## config.mk

```make
export PLATFORM = sky130hd
export DESIGN_NAME = rgs_bus_master
export DESIGN_NICKNAME = d
export VERILOG_FILES = /design/src/rtl/rgs_bus_master_pkg.sv /design/src/rtl/rgs_bus_master_poll_timer.sv /design/src/rtl/rgs_bus_master.sv
export SDC_FILE = /design/constraint.sdc
export NUM_CORES = 1
export LEC_CHECK = 0
export BUFFER_PORTS_ARGS = -buffer_cell sky130_fd_sc_hd__buf_2
export CAP_MARGIN = 20
export CORE_AREA = 2 2 121 123
export DETAILED_ROUTE_END_ITERATION = 8
export DIE_AREA = 0 0 123 125
export PLACE_DENSITY_LB_ADDON = 0.12
export SYNTH_ARGS = -nofsm -noshare
export SYNTH_HDL_FRONTEND = slang
export SYNTH_SLANG_ARGS = --single-unit
```

## constraint.sdc

```tcl
create_clock -name clk -period 11.68 [get_ports clk]
set_clock_uncertainty 0.1 [all_clocks]
set_input_delay 2.92 -clock clk [delete_from_list [all_inputs] [get_ports clk]]
set_output_delay 2.92 -clock clk [all_outputs]
set_load 0.05 [all_outputs]
```

## src/rtl/rgs_bus_master_pkg.sv

```systemverilog
// Shared constants, state encoding and response-assembly helpers for rgs_bus_master.
// Optional build macro: RGS_BUS_MASTER_STAT_CHECK_EN adds the queue-status states.
package rgs_bus_master_pkg;

    localparam logic [1:0] OP_TIME_RD = 2'd0;
    localparam logic [1:0] OP_RXQ_POP = 2'd1;
    localparam logic [1:0] OP_TXQ_POP = 2'd2;
    localparam logic [1:0] OP_CTRL_WR = 2'd3;

    localparam logic [7:0] A_CTRL     = 8'h00;
    localparam logic [7:0] A_RXQ_STAT = 8'h04;
    localparam logic [7:0] A_TXQ_STAT = 8'h08;
    localparam logic [7:0] A_TIME0    = 8'h40;
    localparam logic [7:0] A_RXQ0     = 8'h50;
    localparam logic [7:0] A_TXQ0     = 8'h58;

    localparam int BIT_TIME_RD = 0;
    localparam int BIT_TXQ_RD  = 8;
    localparam int BIT_RXQ_RD  = 10;
    localparam logic [31:0] ENGINE_MASK = 32'h0000_0501;

    localparam int RSP_W       = 96;
    localparam int RSP_NS_LSB  = 0;
    localparam int RSP_SEC_LSB = 38;
    localparam int RSP_QLO_LSB = 0;
    localparam int RSP_QHI_LSB = 32;

    typedef enum logic [3:0] {
        S_IDLE, S_WLO, S_WHI, S_SETTLE, S_PREQ, S_PCHK, S_RD, S_RDL, S_CLR, S_RSP
`ifdef RGS_BUS_MASTER_STAT_CHECK_EN
        , S_SREQ, S_SCHK, S_SEMPTY
`endif
    } state_t;

    function automatic logic [31:0] op_mask(input logic [1:0] op);
        logic [31:0] m;
        m = 32'h0000_0000;
        case (op)
            OP_TIME_RD: m[BIT_TIME_RD] = 1'b1;
            OP_RXQ_POP: m[BIT_RXQ_RD]  = 1'b1;
            OP_TXQ_POP: m[BIT_TXQ_RD]  = 1'b1;
            default:    m = 32'h0000_0000;
        endcase
        return m;
    endfunction

    function automatic logic [7:0] rd_base(input logic [1:0] op);
        case (op)
            OP_TIME_RD: return A_TIME0;
            OP_RXQ_POP: return A_RXQ0;
            default:    return A_TXQ0;
        endcase
    endfunction

    function automatic logic [1:0] rd_last(input logic [1:0] op);
        return (op == OP_TIME_RD) ? 2'd3 : 2'd1;
    endfunction

    // Merge one read word into the response at the position its index implies.
    function automatic logic [RSP_W-1:0] rsp_put(input logic [1:0] op, input logic [1:0] idx,
                                                 input logic [31:0] w, input logic [RSP_W-1:0] cur);
        logic [RSP_W-1:0] r;
        r = cur;
        if (op == OP_TIME_RD) begin
            case (idx)
                2'd0:    r[RSP_SEC_LSB+47 -: 16] = w[15:0];
                2'd1:    r[RSP_SEC_LSB+31 -: 32] = w;
                2'd2:    r[RSP_NS_LSB+37 -: 30]  = w[29:0];
                default: r[RSP_NS_LSB+7 -: 8]    = w[7:0];
            endcase
        end else if (idx == 2'd0) begin
            r[RSP_QHI_LSB+31 -: 32] = w;
        end else begin
            r[RSP_QLO_LSB+31 -: 32] = w;
        end
        return r;
    endfunction

endpackage

```

## src/rtl/rgs_bus_master_poll_timer.sv

```systemverilog
// Settle down-counter after the rising control write, and the poll attempt counter
// whose last-attempt flag drives the timeout decision.
module rgs_bus_master_poll_timer #(
    parameter int SETTLE_CYC = 4,
    parameter int POLL_MAX   = 255,
    parameter int POLL_W     = 8
) (
    input  logic clk,
    input  logic rst,
    input  logic settle_load,
    input  logic settle_en,
    input  logic poll_clr,
    input  logic poll_inc,
    output logic settle_done,
    output logic poll_last
);
    localparam int SET_W = (SETTLE_CYC > 1) ? $clog2(SETTLE_CYC) : 1;
    localparam logic [SET_W-1:0]  SET_LOAD  = SET_W'(SETTLE_CYC - 1);
    localparam logic [POLL_W-1:0] POLL_LAST = POLL_W'(POLL_MAX - 1);

    logic [SET_W-1:0]  settle_cnt;
    logic [POLL_W-1:0] poll_cnt;

    // Settle counter: loaded during WHI so it reaches zero on the last settle cycle.
    always_ff @(posedge clk or posedge rst) begin
        if (rst) begin
            settle_cnt <= '0;
        end else if (settle_load) begin
            settle_cnt <= SET_LOAD;
        end else if (settle_en && (settle_cnt != '0)) begin
            settle_cnt <= settle_cnt - SET_W'(1);
        end else begin
            settle_cnt <= settle_cnt;
        end
    end

    // Poll attempt counter, restarted for every command.
    always_ff @(posedge clk or posedge rst) begin
        if (rst) begin
            poll_cnt <= '0;
        end else if (poll_clr) begin
            poll_cnt <= '0;
        end else if (poll_inc) begin
            poll_cnt <= poll_cnt + POLL_W'(1);
        end else begin
            poll_cnt <= poll_cnt;
        end
    end

    assign settle_done = (settle_cnt == '0);
    assign poll_last   = (poll_cnt == POLL_LAST);

endmodule

```

## src/rtl/rgs_bus_master.sv

```systemverilog
// Register-bus initiator running the time-snapshot and timestamp-queue handshakes.
// Optional build macro: RGS_BUS_MASTER_STAT_CHECK_EN (queue-status check before pops).
module rgs_bus_master
    import rgs_bus_master_pkg::*;
#(
    parameter int SETTLE_CYC = 4,
    parameter int POLL_MAX   = 255,
    parameter int POLL_W     = 8
) (
    input  logic        clk,
    input  logic        rst,
    input  logic        cmd_valid_in,
    output logic        cmd_ready_out,
    input  logic [1:0]  cmd_op_in,
    input  logic [31:0] cmd_wdata_in,
    output logic        rsp_valid_out,
    input  logic        rsp_ready_in,
    output logic        rsp_err_out,
    output logic [95:0] rsp_data_out,
    output logic        wr_out,
    output logic        rd_out,
    output logic [7:0]  addr_out,
    output logic [31:0] data_out,
    input  logic [31:0] data_in
);
    state_t      state;
    logic [1:0]  op;
    logic [31:0] ctrl_sh;
    logic [1:0]  rd_idx;
    logic        err;
    logic        hit;
    logic        settle_done;
    logic        poll_last;

    assign hit = |(data_in & op_mask(op));

    rgs_bus_master_poll_timer #(
        .SETTLE_CYC (SETTLE_CYC),
        .POLL_MAX   (POLL_MAX),
        .POLL_W     (POLL_W)
    ) u_timer (
        .clk         (clk),
        .rst         (rst),
        .settle_load (state == S_WHI),
        .settle_en   (state == S_SETTLE),
        .poll_clr    (state == S_IDLE),
        .poll_inc    ((state == S_PCHK) && !hit && !poll_last),
        .settle_done (settle_done),
        .poll_last   (poll_last)
    );

    // Command FSM; bus and response outputs are registered alongside each transition.
    always_ff @(posedge clk or posedge rst) begin
        if (rst) begin
            state         <= S_IDLE;
            op            <= OP_TIME_RD;
            ctrl_sh       <= 32'h0000_0000;
            rd_idx        <= 2'd0;
            err           <= 1'b0;
            cmd_ready_out <= 1'b1;
            rsp_valid_out <= 1'b0;
            rsp_err_out   <= 1'b0;
            rsp_data_out  <= 96'h0;
            wr_out        <= 1'b0;
            rd_out        <= 1'b0;
            addr_out      <= 8'h00;
            data_out      <= 32'h0000_0000;
        end else begin
            wr_out   <= 1'b0;
            rd_out   <= 1'b0;
            addr_out <= A_CTRL;
            data_out <= 32'h0000_0000;
            case (state)
                S_IDLE: begin
                    if (cmd_valid_in && cmd_ready_out) begin
                        op            <= cmd_op_in;
                        cmd_ready_out <= 1'b0;
                        err           <= 1'b0;
                        rsp_data_out  <= 96'h0;
                        if (cmd_op_in == OP_CTRL_WR) begin
                            ctrl_sh  <= cmd_wdata_in & ~ENGINE_MASK;
                            wr_out   <= 1'b1;
                            data_out <= cmd_wdata_in;
                            state    <= S_WLO;
                        end
`ifdef RGS_BUS_MASTER_STAT_CHECK_EN
                        else if (cmd_op_in != OP_TIME_RD) begin
                            rd_out   <= 1'b1;
                            addr_out <= (cmd_op_in == OP_RXQ_POP) ? A_RXQ_STAT : A_TXQ_STAT;
                            state    <= S_SREQ;
                        end
`endif
                        else begin
                            // Low write first so the following high write is a true rising edge.
                            wr_out   <= 1'b1;
                            data_out <= ctrl_sh;
                            state    <= S_WLO;
                        end
                    end
                end
                S_WLO: begin
                    if (op == OP_CTRL_WR) begin
                        rsp_valid_out <= 1'b1;
                        state         <= S_RSP;
                    end else begin
                        wr_out   <= 1'b1;
                        data_out <= ctrl_sh | op_mask(op);
                        state    <= S_WHI;
                    end
                end
                S_WHI: state <= S_SETTLE;
                S_SETTLE: begin
                    if (settle_done) begin
                        rd_out <= 1'b1;
                        state  <= S_PREQ;
                    end
                end
                S_PREQ: state <= S_PCHK;
                S_PCHK: begin
                    if (hit) begin
                        rd_out   <= 1'b1;
                        addr_out <= rd_base(op);
                        rd_idx   <= 2'd0;
                        state    <= S_RD;
                    end else if (poll_last) begin
                        err      <= 1'b1;
                        wr_out   <= 1'b1;
                        data_out <= ctrl_sh;
                        state    <= S_CLR;
                    end else begin
                        rd_out <= 1'b1;
                        state  <= S_PREQ;
                    end
                end
                S_RD: begin
                    // data_in belongs to the read issued in the previous cycle.
                    if (rd_idx != 2'd0) begin
                        rsp_data_out <= rsp_put(op, rd_idx - 2'd1, data_in, rsp_data_out);
                    end
                    if (rd_idx == rd_last(op)) begin
                        state <= S_RDL;
                    end else begin
                        rd_out   <= 1'b1;
                        addr_out <= rd_base(op) + {4'h0, rd_idx + 2'd1, 2'b00};
                        rd_idx   <= rd_idx + 2'd1;
                    end
                end
                S_RDL: begin
                    rsp_data_out <= rsp_put(op, rd_idx, data_in, rsp_data_out);
                    wr_out       <= 1'b1;
                    data_out     <= ctrl_sh;
                    state        <= S_CLR;
                end
                S_CLR: begin
                    rsp_valid_out <= 1'b1;
                    rsp_err_out   <= err;
                    state         <= S_RSP;
                end
                S_RSP: begin
                    if (rsp_ready_in) begin
                        rsp_valid_out <= 1'b0;
                        rsp_err_out   <= 1'b0;
                        rsp_data_out  <= 96'h0;
                        cmd_ready_out <= 1'b1;
                        state         <= S_IDLE;
                    end
                end
`ifdef RGS_BUS_MASTER_STAT_CHECK_EN
                S_SREQ: state <= S_SCHK;
                S_SCHK: begin
                    if (data_in[7:0] == 8'h00) begin
                        err   <= 1'b1;
                        state <= S_SEMPTY;
                    end else begin
                        wr_out   <= 1'b1;
                        data_out <= ctrl_sh;
                        state    <= S_WLO;
                    end
                end
                S_SEMPTY: begin
                    rsp_valid_out <= 1'b1;
                    rsp_err_out   <= 1'b1;
                    state         <= S_RSP;
                end
`endif
                default: begin
                    rsp_valid_out <= 1'b0;
                    rsp_err_out   <= 1'b0;
                    cmd_ready_out <= 1'b1;
                    state         <= S_IDLE;
                end
            endcase
        end
    end

endmodule

```

==> results_dict.tcl <==
set metrics [dict create \
    post_drt_wl_per_cell_um 17.9 \
    power.density_mw_per_mm2 286 \
    clockBufferDepth 2 \
    cellLeakagePower_nw 5.05 \
    post-route-min-period_ns 4.64 \
    ir_worst_vdd_v 0.000170 \
    die_y_um 125 \
    pin_count 211 \
    startpoint_type "input port" \
    async_flop_share 1.00 \
    grt_usage 0.262 \
    path_delay_family "compound AO/OA/AOI/OAI gates" \
    fin_util 0.672 \
    cts_setup_buffers 0 \
    drc 0 \
    htreeDepth 4 \
    vias 6101 \
    cts_tree "yes" \
    relSlewSlack 0.321 \
    yosysSeqAreaShare 0.557 \
    setup.worst_path.end_class "flop" \
    avgSynthCellArea_um2 11.1 \
    drv_cap 0 \
    postCtsHoldBufs 0 \
    final_nets 971 \
    setup_slack_ns 7.04 \
    core_region_area_mm2 0.0142 \
    met1_usage 0.341 \
    area_growth_pct 20.9 \
    cpMaxStageDelayCell "a211o_1" \
    grt-busiest-layer "met2" \
    cp.buffers_inverters 1 \
    hold_viol 0 \
    ys_warn_count 0 \
    wirelength_mm 19.4 \
    die_area_mm2 0.0154 \
    grt_pass1_vias 6107 \
    crit_type "in -> reg" \
    port_buffers 197 \
    grtUsageMet2 0.412 \
    fin_setup_tns_ns 0 \
    rsz0062_at_grt "false" \
    clock_sinks 176 \
    synthDistinctLibCells 56 \
    fill_cells 1168 \
    num_antenna_cells 0 \
    cp_data_required_time_ns 11.89 \
    netlist_instances 711 \
    start_util 0.556 \
    synth-seq-cells 176 \
    tightest_slew_ns 1.02 \
    drv_slew 0 \
    hpwlAfterDp_mm 13.8 \
    fin_crit_sh 0.397 \
    max_stage_delay_ns 0.64 \
    setup_viol 0 \
    path_clk_slew_ns 0.07 \
    rows 44 \
    status "finished, final reports clean" \
    min_path_type "reg -> reg" \
    grt_max_degree 100 \
    drive_gt1_frac 0.367 \
    path_max_fanout 29 \
    grt_first_pass_wirelength_mm 31.2 \
    worstSkewPairLatency_ns 0.42 \
    synth-edff-count 0 \
    max_freq_mhz 216 \
    drtPass1Iterations 5 \
    drt_iter0_markers 460 \
    grtUsageMet3 0.0817 \
    cts_resized 0 \
    cts_buffers 17 \
    grt_overflow 0 \
    antenna_found_initial 0 \
    critical_path.cell_chain "buf_2 -> mux2i_1 -> o211ai_1 -> nor2_1 -> a211o_1 -> a22o_1" \
    cp.arrival_ns 4.85 \
    via_per_inst 5.61 \
    ys.flop_type "dfrtp_1" \
    cts_root_buf "clkbuf_16" \
    dp_slack_ns 6.64 \
    syn_area_mm2 0.00790 \
    die_w_um 123 \
    gp_congestion 0.839 \
    ant_nets 0 \
]
## tightest hold or removal path, stage by stage, from the launching register on
cell and delay, ns:
dfrtp_1 0.34, nand2_1 0.04, o21ai_0 0.06
## through the flow
stage                     instance area, um2  power, mW  hold WS, ns  std cells
final                                   9550       2.73        0.378       1088
after global routing                    9550       2.88        0.406       1088
after CTS                               9520       2.74        0.381       1087
after detailed placement                8940       2.18        0.366       1055
after global placement                  8940       2.15        0.359       1055
after floorplan                         7950       1.89        0.350        723
## cell usage in the layout (no fill, tap or decap), drive strengths merged, types with 13 or more instances in the layout
master	count
a21oi	67
a22o	40
buf	205
clkbuf	19
conb	13
dfrtp	175
inv	25
mux2	86
mux2i	15
nand2	127
nor2	20
o21ai	30
## metal layers
| metal | vias up | wire length (um) |
|---|---|---|
| li1 | 2838 | - |
| met1 | 2994 | 7990 |
| met2 | 232 | 9330 |
| met5 | - | 0 |
| met4 | 0 | 487 |
| met3 | 37 | 1640 |
## layout make-up
class                      count  area, um2  area share
clock buffer                  19        453      0.0474
clock inverter                13        128      0.0134
inverter                      20       80.1     0.00838
multi-input combinational    471       3190       0.334
sequential                   176       4410       0.461
tap                          184        230      0.0241
timing repair buffer         205       1070       0.112
## state kept, by name, summed over array words and instances (netlist names)
name and count:
op 2, addr_out 5, cmd_ready_out 1, data_out 32, u_timer.poll_cnt 8, wr_out 1, state 4, err 1
rd_out 1, rsp_err_out 1, ctrl_sh 29, rsp_valid_out 1, rsp_data_out 86, rd_idx 2, u_timer.settle_cnt 2
## cells by family (layout without fill, tap and decap cells)
group,count (synthesis),count (layout),synth area share
AOI/OAI and AO/OA,162,162,0.133
and+or+nand+nor,180,180,0.0997
other,1,13,0.000475
DFF,176,176,0.557
buffers and inverters,76,257,0.0462
adders and majority gates,10,10,0.0158
xor gates and xnor gates,5,5,0.00554
muxes,101,101,0.142
## synthesized netlist by cell type, types with 4 or more instances
cell / number / area, um2
nor4_1: 5 / 31.3
nand3_1: 4 / 20.0
inv_1: 20 / 75.1
mux2i_1: 15 / 150
mux2_2: 85 / 957
nand2_1: 126 / 473
clkbuf_1: 28 / 105
a21oi_1: 67 / 335
o21ai_0: 29 / 145
dfrtp_1: 175 / 4380
a22o_1: 40 / 350
nor2_1: 19 / 71.3
buf_2: 10 / 50.1
buf_4: 14 / 105
ha_1: 10 / 125
xnor2_1: 5 / 43.8
## final timing paths
kind | start | end | slack (ns) | cells after the start
max in group asynchronous | rst | rsp_data_out[1] | 7.37 | 3
min in group asynchronous | rst | ctrl_sh[1] | 2.56 | 2
worst max-delay path | data_in[10] | data_out[7] | 7.04 | 6
worst min-delay path | rsp_data_out[77] | rsp_data_out[77] | 0.38 | 2
worst min register to register | rsp_data_out[77] | rsp_data_out[77] | 0.38 | 2
worst max register to register | state[0] | data_out[7] | 8.50 | 4
## report_power, final
group	switching, mW	internal, mW	total [mW]
clock network	0.245	0.309	0.554
logic	0.898	0.366	1.26
registers	0.129	0.787	0.916
total	1.27	1.46	2.73
(Power assumes the default switching activity.)
